**src/rtl/osnt_ts_pkg.sv**
```systemverilog
// Shared constants and types for the receive-side timestamp inserter.
// Widths, ts_pos field positions and the packet-tracking state encoding.
package osnt_ts_pkg;

    localparam int DATA_W    = 256;
    localparam int KEEP_W    = DATA_W / 8;
    localparam int USER_W    = 128;
    localparam int TS_W      = 64;
    localparam int PAYLOAD_W = DATA_W + KEEP_W + USER_W + 1;

    localparam int EN_BIT = 31;
    localparam int OFF_HI = 15;
    localparam int OFF_LO = 3;

    localparam int BEAT_W = OFF_HI - OFF_LO - 1;
    localparam int LANE_W = 2;

    typedef enum logic {
        SOF = 1'b0,
        MID = 1'b1
    } pkt_state_e;

    // True when every byte of the selected 64-bit lane is valid.
    function automatic logic lane_full(input logic [KEEP_W-1:0] keep,
                                       input logic [LANE_W-1:0] lane);
        return &keep[{lane, 3'b000} +: 8];
    endfunction

endpackage

```
**src/rtl/axis_skid_slice.sv**
```systemverilog
// One-stage AXI-Stream register slice with a one-entry skid buffer.
// Input ready is registered, so there is no combinational path from m_ready_i.
module axis_skid_slice #(
    parameter int W = 8
) (
    input  logic         clk_i,
    input  logic         rst_i,
    input  logic [W-1:0] s_data_i,
    input  logic         s_valid_i,
    output logic         s_ready_o,
    output logic [W-1:0] m_data_o,
    output logic         m_valid_o,
    input  logic         m_ready_i
);

    logic         out_valid_q, out_valid_d;
    logic [W-1:0] out_data_q,  out_data_d;
    logic         skid_valid_q, skid_valid_d;
    logic [W-1:0] skid_data_q,  skid_data_d;
    logic         ready_q;
    logic         in_fire;

    // Valid/ready: a beat moves on either side only when valid && ready are
    // both high at the rising edge; valid never depends on ready.
    assign s_ready_o = ready_q & ~rst_i;
    assign in_fire   = s_valid_i & s_ready_o;
    assign m_data_o  = out_data_q;
    assign m_valid_o = out_valid_q;

    always_comb begin
        out_valid_d  = out_valid_q;
        out_data_d   = out_data_q;
        skid_valid_d = skid_valid_q;
        skid_data_d  = skid_data_q;
        if (!out_valid_q || m_ready_i) begin
            // Skid content always drains first; input is blocked while it is full.
            if (skid_valid_q) begin
                out_valid_d  = 1'b1;
                out_data_d   = skid_data_q;
                skid_valid_d = 1'b0;
            end else begin
                out_valid_d = in_fire;
                if (in_fire) begin
                    out_data_d = s_data_i;
                end
            end
        end else if (in_fire) begin
            skid_valid_d = 1'b1;
            skid_data_d  = s_data_i;
        end
    end

    always_ff @(posedge clk_i) begin
        if (rst_i) begin
            out_valid_q  <= 1'b0;
            out_data_q   <= '0;
            skid_valid_q <= 1'b0;
            skid_data_q  <= '0;
            ready_q      <= 1'b0;
        end else begin
            out_valid_q  <= out_valid_d;
            out_data_q   <= out_data_d;
            skid_valid_q <= skid_valid_d;
            skid_data_q  <= skid_data_d;
            ready_q      <= ~skid_valid_d;
        end
    end

endmodule

```
**src/rtl/osnt_sume_ts_inserter.sv**
```systemverilog
// Receive timestamp inserter: captures stamp_counter at each packet's first beat
// and overwrites one 8-byte lane at the configured offset, with insert/miss stats.
module osnt_sume_ts_inserter
    import osnt_ts_pkg::*;
#(
    parameter int C_AXIS_DATA_WIDTH  = DATA_W,
    parameter int C_AXIS_TUSER_WIDTH = USER_W,
    parameter int TIMESTAMP_WIDTH    = TS_W
) (
    input  logic                            axi_aclk,
    input  logic                            axi_reset,
    input  logic [TIMESTAMP_WIDTH-1:0]      stamp_counter,
    input  logic [31:0]                     ts_pos,
    input  logic [C_AXIS_DATA_WIDTH-1:0]    s_axis_tdata,
    input  logic [C_AXIS_DATA_WIDTH/8-1:0]  s_axis_tkeep,
    input  logic [C_AXIS_TUSER_WIDTH-1:0]   s_axis_tuser,
    input  logic                            s_axis_tvalid,
    input  logic                            s_axis_tlast,
    output logic                            s_axis_tready,
    output logic [C_AXIS_DATA_WIDTH-1:0]    m_axis_tdata,
    output logic [C_AXIS_DATA_WIDTH/8-1:0]  m_axis_tkeep,
    output logic [C_AXIS_TUSER_WIDTH-1:0]   m_axis_tuser,
    output logic                            m_axis_tvalid,
    output logic                            m_axis_tlast,
    input  logic                            m_axis_tready,
    output logic [31:0]                     ts_insert_count,
    output logic [31:0]                     ts_miss_count
);

    localparam int KW = C_AXIS_DATA_WIDTH / 8;
    localparam int PW = C_AXIS_DATA_WIDTH + KW + C_AXIS_TUSER_WIDTH + 1;

    pkt_state_e                 state_q, state_d;
    logic [BEAT_W-1:0]          beat_cnt_q, beat_cnt_d;
    logic                       en_q, en_d;
    logic [BEAT_W-1:0]          bsel_q, bsel_d;
    logic [LANE_W-1:0]          lane_q, lane_d;
    logic [TIMESTAMP_WIDTH-1:0] ts_hold_q, ts_hold_d;
    logic                       inserted_q, inserted_d;
    logic [31:0]                insert_cnt_q, insert_cnt_d;
    logic [31:0]                miss_cnt_q, miss_cnt_d;

    logic                         in_fire;
    logic                         sof;
    logic                         cur_en;
    logic [BEAT_W-1:0]            cur_bsel;
    logic [LANE_W-1:0]            cur_lane;
    logic [TIMESTAMP_WIDTH-1:0]   cur_ts;
    logic [BEAT_W-1:0]            beat_idx;
    logic                         already;
    logic                         hit;
    logic [C_AXIS_DATA_WIDTH-1:0] tdata_mod;
    logic [PW-1:0]                slice_in;
    logic [PW-1:0]                slice_out;
    logic                         unused_cfg_bits;

    assign unused_cfg_bits = ^{ts_pos[EN_BIT-1:OFF_HI+1], ts_pos[OFF_LO-1:0]};
    assign in_fire         = s_axis_tvalid & s_axis_tready;

    // On the SOF beat the live config and counter apply; later beats use the latched copy.
    always_comb begin
        sof      = (state_q == SOF);
        cur_en   = sof ? ts_pos[EN_BIT]                  : en_q;
        cur_bsel = sof ? ts_pos[OFF_HI:OFF_LO+LANE_W]    : bsel_q;
        cur_lane = sof ? ts_pos[OFF_LO+LANE_W-1:OFF_LO]  : lane_q;
        cur_ts   = sof ? stamp_counter                   : ts_hold_q;
        beat_idx = sof ? '0                              : beat_cnt_q;
        already  = ~sof & inserted_q;
        hit      = cur_en & ~already & (beat_idx == cur_bsel)
                   & lane_full(s_axis_tkeep, cur_lane);

        tdata_mod = s_axis_tdata;
        if (hit) begin
            tdata_mod[{cur_lane, 6'b000000} +: TIMESTAMP_WIDTH] = cur_ts;
        end
    end

    always_comb begin
        state_d      = state_q;
        beat_cnt_d   = beat_cnt_q;
        en_d         = en_q;
        bsel_d       = bsel_q;
        lane_d       = lane_q;
        ts_hold_d    = ts_hold_q;
        inserted_d   = inserted_q;
        insert_cnt_d = insert_cnt_q;
        miss_cnt_d   = miss_cnt_q;
        if (in_fire) begin
            state_d    = s_axis_tlast ? SOF : MID;
            beat_cnt_d = (&beat_idx) ? beat_idx : beat_idx + 1'b1;
            inserted_d = already | hit;
            if (sof) begin
                en_d      = cur_en;
                bsel_d    = cur_bsel;
                lane_d    = cur_lane;
                ts_hold_d = cur_ts;
            end
            if (hit) begin
                insert_cnt_d = insert_cnt_q + 32'd1;
            end
            // A miss needs no insertion anywhere in the packet, including this beat.
            if (s_axis_tlast && cur_en && !already && !hit) begin
                miss_cnt_d = miss_cnt_q + 32'd1;
            end
        end
    end

    always_ff @(posedge axi_aclk) begin
        if (axi_reset) begin
            state_q      <= SOF;
            beat_cnt_q   <= '0;
            en_q         <= 1'b0;
            bsel_q       <= '0;
            lane_q       <= '0;
            ts_hold_q    <= '0;
            inserted_q   <= 1'b0;
            insert_cnt_q <= '0;
            miss_cnt_q   <= '0;
        end else begin
            state_q      <= state_d;
            beat_cnt_q   <= beat_cnt_d;
            en_q         <= en_d;
            bsel_q       <= bsel_d;
            lane_q       <= lane_d;
            ts_hold_q    <= ts_hold_d;
            inserted_q   <= inserted_d;
            insert_cnt_q <= insert_cnt_d;
            miss_cnt_q   <= miss_cnt_d;
        end
    end

    assign slice_in = {tdata_mod, s_axis_tkeep, s_axis_tuser, s_axis_tlast};

    axis_skid_slice #(
        .W (PW)
    ) u_slice (
        .clk_i     (axi_aclk),
        .rst_i     (axi_reset),
        .s_data_i  (slice_in),
        .s_valid_i (s_axis_tvalid),
        .s_ready_o (s_axis_tready),
        .m_data_o  (slice_out),
        .m_valid_o (m_axis_tvalid),
        .m_ready_i (m_axis_tready)
    );

    assign {m_axis_tdata, m_axis_tkeep, m_axis_tuser, m_axis_tlast} = slice_out;
    assign ts_insert_count = insert_cnt_q;
    assign ts_miss_count   = miss_cnt_q;

endmodule

```
**config.mk**
```make
export PLATFORM = sky130hd
export DESIGN_NAME = osnt_sume_ts_inserter
export DESIGN_NICKNAME = d
export VERILOG_FILES = /design/src/rtl/osnt_ts_pkg.sv /design/src/rtl/axis_skid_slice.sv /design/src/rtl/osnt_sume_ts_inserter.sv
export SDC_FILE = /design/constraint.sdc
export NUM_CORES = 2
export LEC_CHECK = 0
export CAP_MARGIN = 20
export CORE_AREA = 4 4 388 390
export DETAILED_ROUTE_END_ITERATION = 7
export DIE_AREA = 0 0 392 394
export PLACE_DENSITY = 0.61
export SLEW_MARGIN = 10
export SYNTH_ARGS = -nofsm -noshare
export SYNTH_HDL_FRONTEND = slang
export SYNTH_SLANG_ARGS = --single-unit
export TNS_END_PERCENT = 10
```
**constraint.sdc**
```tcl
create_clock -name axi_aclk -period 6.5 [get_ports axi_aclk]
set_clock_uncertainty 0.15 [all_clocks]
set_input_delay 1.95 -clock axi_aclk [delete_from_list [all_inputs] [get_ports axi_aclk]]
set_output_delay 1.95 -clock axi_aclk [all_outputs]
set_load 0.05 [all_outputs]
```
# == Word level (Yosys, flattened, before mapping) ==
# Cells that the tools add are included.
# W data, S select, Z words.
# word_totals
output_inout_bits,483
reg_bits,992
# classes
bitwise_logic,12
eq_ne,1
muxes,14
n_reduce_logical,15
add_sub_neg,4
n_shift,3
# ops
op,count
$mux W417,2
$bwmux W256,1
$mux W256,1
$shift A64 B10 Y256 const A,1
$shiftx A64 B10 Y256,1
$add A32 B1 Y32 const B,2
$mux W64,1
$mux W11,3
$shiftx A32 B6 Y8,1
$add A11 B1 Y11 const B,1
$eq A11 B11 Y1,1
$reduce_and A11 Y1,1
$neg A8 Y10,1
$reduce_and A2 Y1,5
$reduce_and A8 Y1,1
$and A1 B1 Y1,6
$mux W1,5
$not A1 Y1,5
$logic_and A1 B1 Y1,3
$logic_not A1 Y1,3
$mux W2,1
$reduce_bool A2 Y1,1
$logic_or A1 B1 Y1,1
$or A1 B1 Y1,1

# == Longest topological paths before layout ==
# logic_depth
word_depth,8
depth_mapped,13
depth_no_buf,9

# == Modules after synthesis ==
# From an unflattened synthesis, not the netlist that was laid out.
# unflattened
cells_unflattened,5230
area_unflattened_um2,49990.4
# modules_own_cells
module,area_per_inst_um2,instances,cells_each
axis_skid_slice,38256.7,1,3728
osnt_sume_ts_inserter,11733.8,1,1502

# == Worst setup path before layout ==
# OpenSTA, ideal clock, no wires.
# synth_timing
path_kind,input -> output
from,input port axi_reset
to,output port s_axis_tready
arrival_ns,2.824
path_stages,2
required_time_ns,4.400
setup_slack_ns,1.576
cell_sequence,clkbuf_1 -> nor2b_1
# synth_via
elab_chain_cells,2
# synth_rtl
item,line,rtl
from (decl),osnt_sume_ts_inserter.sv:11,"input logic axi_reset,"
$not A1 Y1,axis_skid_slice.sv:25,assign s_ready_o = ready_q & ~rst_i;
$and A1 B1 Y1,axis_skid_slice.sv:25,
to (decl),osnt_sume_ts_inserter.sv:19,"output logic s_axis_tready,"
# No other way between the ends.

# == Worst setup path after layout ==
# layout_timing
from,input port ts_pos[4]
to,register u_slice.skid_data_q[389]
# layout_via
elab_chain_cells,5
elab_cells_between_ends,9
cone_classes,1 x add/sub; 3 x shift; 3 x mux; 1 x bitwise; 1 x reduce/logical
# layout_rtl
item,line,rtl
from (decl),osnt_sume_ts_inserter.sv:13,"input logic [31:0] ts_pos,"
$mux W2 (*),osnt_sume_ts_inserter.sv:65,cur_lane = sof ? ts_pos[OFF_LO+LANE_W-1:OFF_LO] : lane_q;
net cur_lane[1],osnt_sume_ts_inserter.sv:47,logic [LANE_W-1:0] cur_lane;
$neg A8 Y10 / $shiftx A32 B6 Y8 (equally long branches),"osnt_sume_ts_inserter.sv:74, osnt_ts_pkg.sv:26",
$shiftx A64 B10 Y256 (tied with other cells),osnt_sume_ts_inserter.sv:74,"tdata_mod[{cur_lane, 6'b000000} +: TIMESTAMP_WIDTH] = cur_ts;"
$bwmux W256 / $and A1 B1 Y1 (equally long branches),"osnt_sume_ts_inserter.sv:74, osnt_sume_ts_inserter.sv:70",
$mux W256 (*),osnt_sume_ts_inserter.sv:73,if (hit) begin
to (signal assigned),axis_skid_slice.sv:64,skid_data_q <= skid_data_d;
to (decl),axis_skid_slice.sv:19,"logic [W-1:0] skid_data_q, skid_data_d;"
# Mark *: on every way through the listed nets, which the timed path passes. The rest lies on a longest branch.
# A chain may end at the register's enable or synchronous reset.

==> Flow_metrics.wiki <==
{| class="wikitable"
! Metric !! Value
|-
| Relative slew slack || 0.141
|-
| Run status || completed
|-
| Total gr overflow || 0
|-
| Total of max-cap violations || 0
|-
| Post-route minimum period || 4.91 ns
|-
| Number of register bits inferred by synthesis || 992
|-
| Area occupied by multi-input gates || 22700 sq um
|-
| Starting Density || 0.303
|-
| Layout area overhead || 34.5%
|-
| Part of the Yosys area used for sequential elements || 0.445
|-
| Routability Congestion || 0.847
|-
| Hold path startpoint || u_slice.m_data_o[341]
|-
| Commonest cells after routing, fill and taps aside || sky130_fd_sc_hd__dfxtp_1, sky130_fd_sc_hd__clkdlybuf4s50_1, sky130_fd_sc_hd__nand2_1
|-
| Number of enable flip-flop cells after synthesis || 0
|-
| Cts bufs inserted || 112
|-
| Endpoint of the lowest-slack register-to-register path || u_slice.skid_data_q[389]
|-
| TritonCTS clock tree || done
|-
| Post-CTS Resized || 0
|-
| Post-route non-filler standard cell count || 8085
|-
| HPWL reported at the end of detailed placement || 141000 um
|-
| Cells after synthesis || 5363
|-
| DP Cell Count || 7815
|-
| Peak supply drop || 0.231 mV
|-
| Fraction of layout cells with a size suffix above 1 || 0.0701
|-
| DRT iter0 DRCs || 3853
|-
| Critical Path End Type || flip-flop
|-
| Final clock period utilization by the worst path || 0.755
|-
| Number of post-CTS setup repair buffers || 0
|-
| Share of flip-flops with an asynchronous set or reset after synthesis || 0
|-
| Routed wire per std cell || 25.5 um
|-
| R2r startpoint || state_q
|-
| Clk buf depth || 3
|-
| Pin slew with the least headroom to its limit || 1.29 ns
|-
| Critical path class || in -> reg
|-
| WHS Endpoint || u_slice.m_data_o[341]
|-
| Crit path setup slack, layout || 1.59 ns
|-
| Via count of the first global-routing pass || 42788
|-
| Final setup vio count || 0
|-
| Average cell area after synthesis || 8.31 sq um
|-
| Number of ports placed on the die boundary || 1000
|-
| DRC Markers || 0
|-
| Via count of the routed design || 45188
|-
| Area used by sequential logic in the layout || 19900 sq um
|-
| Total global routing track utilization || 0.252
|-
| Wire length of the first global-routing pass || 294000 um
|-
| Number of cells on the worst hold path || 2
|-
| Synth Net Count || 5888
|-
| Clk Tree Root Cell || sky130_fd_sc_hd__clkbuf_16
|-
| Post-CTS Hold Buffers || 0
|-
| Most instantiated flip-flop cell in the synthesis netlist || sky130_fd_sc_hd__dfxtp_1
|-
| Clock Latency Late Sink || 0.76 ns
|-
| Antenna violations before repair || 82
|-
| Max Fanout on Critical Path || 25
|-
| Number of cell instances on the worst register-to-register path || 8
|-
| Number of detailed-routing iterations run before antenna repair || 5
|-
| Number of hold-slack violations in the final timing report || 0
|-
| Antenna-violating nets left || 0
|-
| Startpoint type of the worst setup path || input pin
|-
| Min-delay worst type || reg -> reg
|-
| Highest clock rate || 0.204 GHz
|-
| Via density || 5.59
|-
| TritonCTS Sinks || 992
|-
| Total core area || 147000 sq um
|-
| P per Cell Area || 250 nW/um^2
|-
| Area of the die || 154000 sq um
|-
| Mapped cell area || 44600 sq um
|-
| # fillers || 14615
|-
| Count of input and output buffers || 981
|-
| Largest net degree at the start of global routing || 195
|-
| Number of different library cells in the post-synthesis netlist || 61
|-
| Unrepaired setup endpoints after global routing || false
|-
| Endpoint required time on the critical path || 7.03 ns
|-
| Total count of max-transition violations in the final report || 0
|-
| Most common cell after layout, fill and taps aside || sky130_fd_sc_hd__dfxtp_1
|-
| Minimum setup slack among reg-to-reg paths || 2.08 ns
|-
| Aggregate negative setup slack || 0 ns
|-
| Clock transition time at the flip-flop clock pins of the worst setup and hold paths || 0.06 ns
|-
| Post-placement worst setup slack || 0.794 ns
|-
| Total wirelength of the detailed-routed design || 206000 um
|-
| P_leak || 19.3 nW
|-
| Critical path arrival || 5.43 ns
|-
| Warning count from the yosys run || 0
|-
| Horiz. Die Dim || 392 um
|-
| Die H || 394 um
|-
| Nets@finish || 6524
|-
| Std cell rows || 141
|-
| Clock H-tree levels || 3
|}
==> layer usage <==
metal  up-vias  GRT usage  part of all wire
li1      20895          -                 -
met1     21896      0.294              0.38
met2      1937      0.421              0.48
met3       430     0.0622             0.086
met4        30      0.145             0.058
met5         -          0            0.0010
==> state kept, by name, summed over array words and instances, names as in the netlist <==
name	cells
beat_cnt_q	11
lane_q	2
ts_miss_count	32
ts_hold_q	64
inserted_q	1
u_slice.m_data_o	417
u_slice.skid_data_q	417
u_slice.skid_valid_q	1
en_q	1
ts_insert_count	32
state_q	1
u_slice.m_valid_o	1
bsel_q	11
u_slice.ready_q	1
==> worst max-delay path, stage by stage <==
cell	delay, ns
sky130_fd_sc_hd__clkdlybuf4s50_1	0.47
sky130_fd_sc_hd__mux2i_4	0.42
sky130_fd_sc_hd__inv_1	0.13
sky130_fd_sc_hd__ha_1	0.45
sky130_fd_sc_hd__and2_4	0.51
sky130_fd_sc_hd__nor2b_2	0.68
sky130_fd_sc_hd__buf_4	0.30
sky130_fd_sc_hd__nand4_1	0.18
sky130_fd_sc_hd__a311oi_1	0.32
==> logic make-up (layout without fill, tap and decap cells) <==
kind of cell	count (synthesis)	after routing	synth area share
AO/OA/AOI/OAI	1350	1350	0.207
buffers and inverters	574	1301	0.0506
adder cells (fa/ha/maj)	8	8	0.00225
multiplexers	231	231	0.0540
other	0	65	0
XOR/XNOR	31	31	0.00609
AND/OR/NAND/NOR	2177	2177	0.235
flip-flops	992	992	0.445
==> per-stage QoR <==
stage	utilization	total power, mW	instance area (sq um)	hold slack [ns]
3_5_place_dp	0.380	8.46	55900	0.291
2_1_floorplan	-	7.46	44600	0.282
6_report	0.408	15.0	60000	0.296
3_3_place_gp	0.380	8.44	55900	0.288
5_1_grt	0.407	15.5	60000	0.315
4_1_cts	0.407	15.1	59800	0.300
==> report_power, final <==
group / switching (mW) / internal, mW / total [mW]
clock network: 2.82 / 3.85 / 6.68
registers: 0.101 / 6.24 / 6.34
logic: 1.28 / 0.713 / 1.99
total: 4.20 / 10.8 / 15.0
==> Yosys cell counts (2+ instances only) <==
| cell | count | area share |
|---|---|---|
| sky130_fd_sc_hd__a2111oi_0 | 2 | 0.00039 |
| sky130_fd_sc_hd__a211oi_1 | 356 | 0.060 |
| sky130_fd_sc_hd__a211oi_2 | 2 | 0.00056 |
| sky130_fd_sc_hd__a21oi_1 | 287 | 0.032 |
| sky130_fd_sc_hd__a311oi_1 | 320 | 0.063 |
| sky130_fd_sc_hd__a31oi_1 | 3 | 0.00042 |
| sky130_fd_sc_hd__and2_1 | 4 | 0.00056 |
| sky130_fd_sc_hd__and3_1 | 139 | 0.020 |
| sky130_fd_sc_hd__and4_1 | 3 | 0.00059 |
| sky130_fd_sc_hd__buf_1 | 20 | 0.0017 |
| sky130_fd_sc_hd__buf_2 | 51 | 0.0057 |
| sky130_fd_sc_hd__buf_4 | 8 | 0.0013 |
| sky130_fd_sc_hd__clkbuf_1 | 470 | 0.040 |
| sky130_fd_sc_hd__dfxtp_1 | 992 | 0.45 |
| sky130_fd_sc_hd__ha_1 | 8 | 0.0022 |
| sky130_fd_sc_hd__inv_1 | 23 | 0.0019 |
| sky130_fd_sc_hd__mux2_2 | 65 | 0.016 |
| sky130_fd_sc_hd__mux2i_1 | 164 | 0.037 |
| sky130_fd_sc_hd__nand2_1 | 833 | 0.070 |
| sky130_fd_sc_hd__nand2b_1 | 10 | 0.0014 |
| sky130_fd_sc_hd__nand3_1 | 92 | 0.010 |
| sky130_fd_sc_hd__nand3b_1 | 130 | 0.022 |
| sky130_fd_sc_hd__nand4_1 | 160 | 0.022 |
| sky130_fd_sc_hd__nor2_1 | 474 | 0.040 |
| sky130_fd_sc_hd__nor2b_1 | 69 | 0.0097 |
| sky130_fd_sc_hd__nor3_1 | 105 | 0.012 |
| sky130_fd_sc_hd__nor3_2 | 39 | 0.0088 |
| sky130_fd_sc_hd__nor4_1 | 4 | 0.00056 |
| sky130_fd_sc_hd__o2111ai_1 | 3 | 0.00059 |
| sky130_fd_sc_hd__o211ai_1 | 2 | 0.00034 |
| sky130_fd_sc_hd__o21ai_0 | 233 | 0.026 |
| sky130_fd_sc_hd__o21ai_1 | 57 | 0.0064 |
| sky130_fd_sc_hd__o31ai_1 | 8 | 0.0013 |
| sky130_fd_sc_hd__o41ai_1 | 65 | 0.013 |
| sky130_fd_sc_hd__o41ai_2 | 2 | 0.00073 |
| sky130_fd_sc_hd__or2_1 | 2 | 0.00028 |
| sky130_fd_sc_hd__or3_1 | 94 | 0.013 |
| sky130_fd_sc_hd__or4_1 | 10 | 0.0017 |
| sky130_fd_sc_hd__or4b_1 | 3 | 0.00067 |
| sky130_fd_sc_hd__xnor2_1 | 17 | 0.0033 |
| sky130_fd_sc_hd__xor2_1 | 14 | 0.0028 |
==> worst max path at each step <==
stage	startpoint	endpoint	slack, ns	cells after the start
finish	ts_pos[4]	u_slice.skid_data_q[389]	1.59	9
global route	ts_pos[4]	u_slice.m_data_o[384]	1.39	9
CTS	ts_pos[4]	u_slice.m_data_o[389]	1.61	9
detailed placement	ts_pos[4]	u_slice.m_data_o[389]	0.79	9
global placement	ts_pos[4]	u_slice.skid_data_q[389]	0.85	9
floorplan	axi_reset	s_axis_tready	1.58	2
==> layout make-up <==
cell class	instances	area share
clock buffer	163	0.0556
tap	1930	0.0403
timing repair buffer	1072	0.181
antenna	65	0.00271
multi-input combinational	3797	0.378
sequential	992	0.331
inverter	24	0.00154
clock inverter	42	0.00939
No activity file was read; power rests on OpenSTA's default activity.
